--- config.mk ---
export PLATFORM = sky130hd
export DESIGN_NAME = serial_subtractor_flat
export DESIGN_NICKNAME = d
export VERILOG_FILES = /design/src/rtl/serial_subtractor_pkg.sv /design/src/rtl/serial_subtractor_if.sv /design/src/rtl/serial_subtractor_full_subtractor.sv /design/src/rtl/serial_subtractor.sv /design/src/flat_wrapper.sv
export SDC_FILE = /design/constraint.sdc
export NUM_CORES = 1
export LEC_CHECK = 0
export CELL_PAD_IN_SITES_DETAIL_PLACEMENT = 1
export CELL_PAD_IN_SITES_GLOBAL_PLACEMENT = 1
export CORE_MARGIN = 1
export CORE_UTILIZATION = 41
export CTS_CLUSTER_DIAMETER = 30
export DETAILED_ROUTE_END_ITERATION = 12
export PLACE_DENSITY = 0.84
export SYNTH_ARGS = -nofsm -noshare
export SYNTH_HDL_FRONTEND = slang
export SYNTH_SLANG_ARGS = --single-unit
--- constraint.sdc ---
create_clock -name clk -period 3 [get_ports clk]
set_input_delay 0.6 -clock clk [delete_from_list [all_inputs] [get_ports clk]]
set_output_delay 0.6 -clock clk [all_outputs]
set_load 0.05 [all_outputs]
--- src/rtl/serial_subtractor_pkg.sv ---
// Shared definitions for the bit-serial subtractor: FSM encoding and default width.
package serial_subtractor_pkg;

  localparam int unsigned DefaultWidth = 4;

  typedef enum logic [1:0] {
    StIdle  = 2'd0,
    StShift = 2'd1,
    StDone  = 2'd2
  } state_e;

endpackage

--- src/rtl/serial_subtractor_if.sv ---
// Start/Busy/Done operand bus for the serial subtractor.
interface serial_subtractor_if #(
  parameter int unsigned WIDTH = 4
);
  logic             start;
  logic [WIDTH-1:0] a;
  logic [WIDTH-1:0] b;
  logic             bin;
  logic             busy;
  logic             done;
  logic [WIDTH-1:0] d;
  logic             bout;

  modport master (
    output start, a, b, bin,
    input  busy, done, d, bout
  );

  modport slave (
    input  start, a, b, bin,
    output busy, done, d, bout
  );
endinterface

--- src/rtl/serial_subtractor_full_subtractor.sv ---
// Combinational 1-bit full subtractor cell: dif = x - y - bi, bo = borrow out.
module full_subtractor (
  input  logic x,
  input  logic y,
  input  logic bi,
  output logic dif,
  output logic bo
);

  assign dif = x ^ y ^ bi;
  assign bo  = (~x & y) | (~(x ^ y) & bi);

endmodule

--- src/rtl/serial_subtractor.sv ---
// Bit-serial WIDTH-bit subtractor, LSB first, one bit per clock, start/busy/done handshake.
module serial_subtractor
  import serial_subtractor_pkg::*;
#(
  parameter int unsigned WIDTH = DefaultWidth
) (
  input logic                clk,
  input logic                rst_n,
  serial_subtractor_if.slave bus
);

  localparam int unsigned    CntW    = $clog2(WIDTH);
  localparam logic [CntW-1:0] CntLast = CntW'(WIDTH - 1);

  state_e           state_q, state_d;
  logic [CntW-1:0]  cnt_q, cnt_d;
  logic [WIDTH-1:0] a_q, a_d;
  logic [WIDTH-1:0] b_q, b_d;
  logic             br_q, br_d;
  logic [WIDTH-1:0] d_q, d_d;
  logic             bout_q, bout_d;

  logic dif;
  logic bo;
  logic accept;

  full_subtractor u_cell (
    .x  (a_q[0]),
    .y  (b_q[0]),
    .bi (br_q),
    .dif(dif),
    .bo (bo)
  );

  // Start is honoured only outside SHIFT; DONE may chain straight into a new op.
  assign accept = bus.start && (state_q != StShift);

  always_comb begin
    state_d = state_q;
    cnt_d   = cnt_q;
    a_d     = a_q;
    b_d     = b_q;
    br_d    = br_q;
    d_d     = d_q;
    bout_d  = bout_q;

    unique case (state_q)
      StIdle, StDone: begin
        state_d = StIdle;
        if (accept) begin
          a_d     = bus.a;
          b_d     = bus.b;
          br_d    = bus.bin;
          cnt_d   = '0;
          state_d = StShift;
        end
      end
      StShift: begin
        d_d  = {dif, d_q[WIDTH-1:1]};
        a_d  = a_q >> 1;
        b_d  = b_q >> 1;
        br_d = bo;
        if (cnt_q == CntLast) begin
          bout_d  = bo;
          state_d = StDone;
        end else begin
          cnt_d = cnt_q + 1'b1;
        end
      end
      default: state_d = StIdle;
    endcase
  end

  always_ff @(posedge clk or negedge rst_n) begin
    if (!rst_n) begin
      state_q <= StIdle;
      cnt_q   <= '0;
      a_q     <= '0;
      b_q     <= '0;
      br_q    <= 1'b0;
      d_q     <= '0;
      bout_q  <= 1'b0;
    end else begin
      state_q <= state_d;
      cnt_q   <= cnt_d;
      a_q     <= a_d;
      b_q     <= b_d;
      br_q    <= br_d;
      d_q     <= d_d;
      bout_q  <= bout_d;
    end
  end

  assign bus.busy = (state_q == StShift);
  assign bus.done = (state_q == StDone);
  assign bus.d    = d_q;
  assign bus.bout = bout_q;

endmodule

--- src/flat_wrapper.sv ---
// flat-port wrapper written by rule: the top's interface ports become plain ports
module serial_subtractor_flat import serial_subtractor_pkg::*;
#(
  parameter int unsigned WIDTH = DefaultWidth
)
  (clk, rst_n, bus_start, bus_a, bus_b, bus_bin, bus_busy, bus_done, bus_d, bus_bout);
  serial_subtractor_if #(.WIDTH(WIDTH)) bus_i ();
  input logic clk;
  input logic rst_n;
  input wire logic [$bits(bus_i.start)-1:0] bus_start;
  input wire logic [$bits(bus_i.a)-1:0] bus_a;
  input wire logic [$bits(bus_i.b)-1:0] bus_b;
  input wire logic [$bits(bus_i.bin)-1:0] bus_bin;
  output wire logic [$bits(bus_i.busy)-1:0] bus_busy;
  output wire logic [$bits(bus_i.done)-1:0] bus_done;
  output wire logic [$bits(bus_i.d)-1:0] bus_d;
  output wire logic [$bits(bus_i.bout)-1:0] bus_bout;
  assign bus_i.start = bus_start;
  assign bus_i.a = bus_a;
  assign bus_i.b = bus_b;
  assign bus_i.bin = bus_bin;
  assign bus_busy = bus_i.busy;
  assign bus_done = bus_i.done;
  assign bus_d = bus_i.d;
  assign bus_bout = bus_i.bout;
  serial_subtractor #(.WIDTH(WIDTH)) u_core (.clk(clk), .rst_n(rst_n), .bus(bus_i));
endmodule
==> results.md, run 1 <==
* WP buf/inv at 1
* Multi-input logic area at 407.9 um2
* Class of the worst hold path: reg2reg
* Mapped Avg Cell Area at 11.85 um2
* FP Rows at 16
* Crit-path cells: nor2_4 -> clkdlybuf4s50_1
* Worst skew pair latency at 0.29 ns
* Skew final at 0.002242 ns
* Vias after detailed routing at 654
* Status: finished, final reports clean
* Total CTS buffers at 3
* Slew Viols, Final at 0
* Drt via density at 5.317
* Fmax at 0.3782 GHz
* FILL cells at 216
* Final hold slack at 0.5150 ns
* Largest net degree at the start of global routing at 19
* Final net count at 111
* Fin. Hold Viols at 0
* Layout cells sized above 1 at 14.58%
* Power per Cell Area at 1173 mW/mm2
* DP Wirelength at 1377 um
* Period utilization at 88.13%
* Initial antenna violation count at 0
* Worst Tran Pin Value at 0.7975 ns
* Total GRT Usage at 19.19%
* Mapped Cells at 77
* Leak at 0.0005226 uW
* Final Setup Violations at 0
* Routed len/inst at 15.71 um
* Part of the Yosys area used for sequential elements at 49.38%
* Drt drc at 0
* Warnings, synthesis at 0
* CP peak stage delay at 0.86 ns
* Register-to-Register Path Depth at 3
* Slew headroom at 46.66%
* Mapped cell area at 912.1 um2
* TNS Setup at 0 ns
* Synth cell types at 28
* Diode count at 0
* Die width at 49.17 um
* Critical Path Source Type: register
* ANT nets after route at 0
* Minimum clock period at 2.644 ns
* Initial Utilization at 45.11%
* Max Cap Viol at 0
* Post-cts resize count at 0
* VDD IR max at 0.6065 mV
* CTS sink count at 18
* Worst endpoint data arrival time at 2.04 ns
* Clock buffer depth at 2
* Max FO, Critical Path at 12
* Slowest-stage cell, CP: clkdlybuf4s50_1
* Drt pass-1 iters at 4
* Port bufs at 18
* CTS tree: yes
* RSZ-0062 raised after global routing: no
* Overflow after GRT at 0
* Area Growth Syn to Fin at 24.42%
* Drt total wl at 1932 um
* Number of global-route vias before repair at 696
* Max H-tree Level at 1
* Crit end category: primary output
* Io pins at 19
* Reg clk slew, reported paths at 0.10 ns
* Crit-path leading delay family: buffers and inverters
* Area of the die at 0.002417 mm2
* Post-synth net total at 91
* CP Capture Point: bus_busy
* Seq. cell area at 450.4 um2
* Levels on crit path at 2
* Number of synthesized register bits at 18
* WS Path Type: reg2out
* Reg2reg setup slack at 1.59 ns
* Clk root buf: clkbuf_4
* Reg-to-reg critical path endpoint: u_core.br_q$_DFFE_PN0P_
* Postcts setup bufs at 0
* Hold_buf cts at 0
* Most frequent cells in the layout: clkdlybuf4s50_1, dfrtp_1, mux2i_1
* Util after Layout at 56.13%
* First-pass GRT wire length at 3353 um
* Reg-to-Reg Start: u_core.a_q[0]$_DFFE_PN0P_
* CP Launch Point: u_core.state_q[1]$_DFFE_PN0P_
* Critical Path RT at 2.40 ns
* Chip height at 49.17 um
* Core footprint at 0.002022 mm2
* GPL Wtd Cong at 0.7267
* Initial DRC count at 7
sequential cells by signal, summed over array words and instances, names as in the netlist:
signal           count
u_core.br_q          1
u_core.bus.d         4
u_core.bus.bout      1
u_core.a_q           4
u_core.cnt_q         2
u_core.b_q           4
u_core.state_q       2
cells by family (layout without fill, tap and decap cells):
kind of cell               Yosys count  count (layout)  share of synthesized area [%]
AOI/OAI and AO/OA                   20              20                          15.09
adders and majority gates            2               2                          3.566
buffers and inverters                9              28                          5.897
DFF                                 18              18                          49.38
muxes                               12              12                          15.91
and+or+nand+nor                     16              16                          10.15
metal layers:
metal  track usage (%)  vias up  routed length [um]
met3             3.738        4                  44
met2             31.96       12                 976
met5                 0        -                   0
met1             23.55      325                 874
met4             9.314        0                  37
li1                  -      313                   -
worst min-delay path: cells and delay by family (launching register included):
kind               cells  cell delay (ns)
AOI/OAI and AO/OA      1             0.07
DFF                    1             0.36
and+or+nand+nor        1             0.05
cells in the mapped netlist:
library cell | n | area, um2
inv_2 | 1 | 3.750
o22ai_1 | 1 | 6.260
nor2_4 | 1 | 11.26
inv_1 | 4 | 15.01
and3_1 | 1 | 6.260
or2_1 | 1 | 6.260
nand3b_1 | 1 | 7.510
mux2_4 | 5 | 75.07
a21o_1 | 1 | 7.510
nand2_1 | 5 | 18.77
o211a_1 | 2 | 20.02
buf_6 | 2 | 22.52
fa_1 | 1 | 20.02
a221o_1 | 1 | 10.01
a211oi_1 | 4 | 30.03
nand3_1 | 1 | 5.000
mux2i_1 | 7 | 70.07
a32o_1 | 1 | 10.01
buf_2 | 1 | 5.000
o21ai_1 | 1 | 5.000
nor2_2 | 1 | 6.260
dfrtp_1 | 18 | 450.4
a21oi_2 | 1 | 8.760
nor2b_1 | 5 | 31.28
buf_4 | 1 | 7.510
ha_1 | 1 | 12.51
o21ai_0 | 2 | 10.01
a21oi_1 | 6 | 30.03
area by class of cell:
cell class | count | area share, %
Sequential cell | 18 | 39.69
Multi-Input combinational cell | 50 | 35.94
Timing Repair Buffer | 19 | 16.54
Clock buffer | 4 | 3.197
Tap cell | 27 | 2.977
Inverter | 5 | 1.654
stage by stage:
stage	worst slack (ns)	total power, uW	instance area, um2	instances
after floorplan	1.120	990.3	912.1	77
after global placement	0.7395	1150	1099	119
after detailed placement	0.6859	1186	1099	119
after CTS	0.3369	1348	1135	123
after global routing	0.2891	1422	1135	123
final	0.3562	1331	1135	123
where the power goes:
part | internal, uW | switching, uW
combinational | 332 | 398
clock | 73.8 | 76.0
sequential | 356 | 95.8
total | 762 | 570
worst min path at each step:
stage,startpoint,depth (start not counted),endpoint
finish,u_core.bus.bout$_DFFE_PN0P_,2,u_core.bus.bout$_DFFE_PN0P_
CTS,u_core.b_q[3]$_DFFE_PN0P_,1,u_core.b_q[3]$_DFFE_PN0P_
floorplan,rst_n,0,u_core.a_q[0]$_DFFE_PN0P_
detailed placement,u_core.b_q[3]$_DFFE_PN0P_,1,u_core.b_q[3]$_DFFE_PN0P_
global placement,u_core.bus.bout$_DFFE_PN0P_,2,u_core.bus.bout$_DFFE_PN0P_
global route,u_core.bus.d[0]$_DFFE_PN0P_,1,u_core.bus.d[0]$_DFFE_PN0P_
(Power assumes the default switching activity.)
==> inputs of run 2 (changes only) <==
--- a/config.mk
+++ b/config.mk
@@ -7,7 +7,7 @@
 export LEC_CHECK = 0
 export CELL_PAD_IN_SITES_DETAIL_PLACEMENT = 1
 export CELL_PAD_IN_SITES_GLOBAL_PLACEMENT = 1
-export CORE_MARGIN = 1
+export CORE_MARGIN = 2
 export CORE_UTILIZATION = 41
 export CTS_CLUSTER_DIAMETER = 30
 export DETAILED_ROUTE_END_ITERATION = 12
==> run 2 against run 1 <==
Register-to-register slack gained 0.03 ns. Setup slack gained 0.0070 ns. Clock skew grew 0.0015 ns. Clock power is essentially flat. Die area grew 8.3%. First-iteration DRC count shrank 57%. Critical path depth is the same. Final area grew 0.11%. Clock-buffer cell count is the same. Sequential cell count is the same. Largest power group unchanged.
==> results.md, run 2 (synthesized netlist as in run 1, its figures left out) <==
* Status: finished, final reports clean (unchanged)
* Worst endpoint data arrival time at 2.04 ns (about the same)
* Period utilization at 87.90% (was 88.13%)
* Final net count at 111 (unchanged)
* Seq. cell area at 450.4 um2 (unchanged)
* VDD IR max at 0.5865 mV (was 0.6065 mV)
* Reg clk slew, reported paths at 0.10 ns (about the same)
* CTS sink count at 18 (unchanged)
* Max H-tree Level at 1 (unchanged)
* Final hold slack at 0.5019 ns (was 0.5150 ns)
* Overflow after GRT at 0 (unchanged)
* CTS tree: yes (unchanged)
* Core footprint at 0.002148 mm2 (was 0.002022 mm2)
* Drt drc at 0 (unchanged)
* Drt via density at 5.282 (was 5.317)
* ANT nets after route at 0 (unchanged)
* Worst Tran Pin Value at 0.8234 ns (was 0.7975 ns)
* Power per Cell Area at 1160 mW/mm2 (was 1173 mW/mm2)
* Slew Viols, Final at 0 (unchanged)
* Crit end category: primary output (unchanged)
* Max FO, Critical Path at 12 (unchanged)
* Largest net degree at the start of global routing at 19 (unchanged)
* Initial DRC count at 3 (was 7)
* Class of the worst hold path: reg2reg (unchanged)
* Clock buffer depth at 2 (unchanged)
* Max Cap Viol at 0 (unchanged)
* Pre-CTS setup slack at 0.6777 ns (was 0.6859 ns)
* WS Path Type: reg2out (unchanged)
* Worst skew pair latency at 0.29 ns (about the same)
* Drt total wl at 1831 um (was 1932 um)
* Fmax at 0.3792 GHz (was 0.3782 GHz)
* Die width at 51.17 um (was 49.17 um)
* Io pins at 19 (unchanged)
* Setup WS post-layout at 0.3631 ns (was 0.3562 ns)
* Final Setup Violations at 0 (unchanged)
* Total GRT Usage at 16.23% (was 19.19%)
* Area of the die at 0.002618 mm2 (was 0.002417 mm2)
* Multi-input logic area at 407.9 um2 (unchanged)
* Critical Path Source Type: register (unchanged)
* Total CTS buffers at 3 (unchanged)
* FP Rows at 17 (was 16)
* Initial antenna violation count at 0 (unchanged)
* Hold_buf cts at 0 (unchanged)
* Post-cts resize count at 0 (unchanged)
* Port bufs at 18 (unchanged)
* Skew final at 0.003712 ns (was 0.002242 ns)
* Util after Layout at 52.88% (was 56.13%)
* Chip height at 51.17 um (was 49.17 um)
* Fin. Hold Viols at 0 (unchanged)
* TNS Setup at 0 ns (unchanged)
* RSZ-0062 raised after global routing: no (unchanged)
* Routed len/inst at 14.77 um (was 15.71 um)
* Number of global-route vias before repair at 711 (was 696)
* Minimum clock period at 2.637 ns (was 2.644 ns)
* Slew headroom at 44.94% (was 46.66%)
* Leak at 0.0005226 uW (unchanged)
* Diode count at 0 (unchanged)
* DP Wirelength at 1400 um (was 1377 um)
* Vias after detailed routing at 655 (was 654)
* Area Growth Syn to Fin at 24.55% (was 24.42%)
* Most frequent cells in the layout: clkdlybuf4s50_1, dfrtp_1, mux2i_1 (unchanged)
* Postcts setup bufs at 0 (unchanged)
* Initial Utilization at 42.46% (was 45.11%)
* Layout cells sized above 1 at 14.58% (unchanged)
* Clk root buf: clkbuf_4 (unchanged)
* Critical Path RT at 2.40 ns (about the same)
* FILL cells at 238 (was 216)
* Drt pass-1 iters at 3 (was 4)
* First-pass GRT wire length at 3146 um (was 3353 um)
* GPL Wtd Cong at 0.7314 (was 0.7267)
-- run 2: per-layer routing --
metal  part of all wire, %  global-route usage [%]
met5                     0                       0
met4                  0.66                   2.703
met3                   3.6                   2.632
met2                    53                   31.39
met1                    42                   18.75
-- run 2: stage by stage --
step | cell area (um2) | power, uW | instances
final | 1136 | 1318 | 124
after global routing | 1136 | 1411 | 124
after CTS | 1136 | 1340 | 124
after detailed placement | 1100 | 1184 | 120
after global placement | 1100 | 1146 | 120
after floorplan | 912.1 | 990.3 | 77
-- run 2: final cells by class --
class / instances / area share [%]
clock buffers: 4 / 3.194
inverters: 5 / 1.652
multi-input cells: 50 / 35.90
repair buffers: 19 / 16.52
well taps: 28 / 3.084
flip-flops and latches: 18 / 39.65
-- run 2: worst max-delay path: stages (launching register included) --
cell	delay [ns]
dfrtp_1	0.70
nor2b_1	0.22
clkdlybuf4s50_1	0.82
-- run 2: power breakdown --
group / internal, uW / switching [uW] / total [uW] / leakage, uW
clock: 73.9 / 78.5 / 152 / 0.0000210
combinational: 328 / 388 / 717 / 0.000282
sequential: 356 / 92.2 / 449 / 0.000220
total: 759 / 559 / 1320 / 0.000523
-- run 2: path summary, 6_finish.rpt --
check	cells past startpoint	from	slack, ns	to
setup / recovery	2	u_core.state_q[1]$_DFFE_PN0P_	0.36	bus_done
hold / removal	2	u_core.bus.bout$_DFFE_PN0P_	0.50	u_core.bus.bout$_DFFE_PN0P_
setup reg to reg	3	u_core.state_q[1]$_DFFE_PN0P_	1.62	u_core.cnt_q[1]$_DFFE_PN0P_
hold reg to reg	2	u_core.bus.bout$_DFFE_PN0P_	0.50	u_core.bus.bout$_DFFE_PN0P_
max in group asynchronous	1	rst_n	1.72	u_core.br_q$_DFFE_PN0P_
min in group asynchronous	1	rst_n	0.77	u_core.bus.d[0]$_DFFE_PN0P_
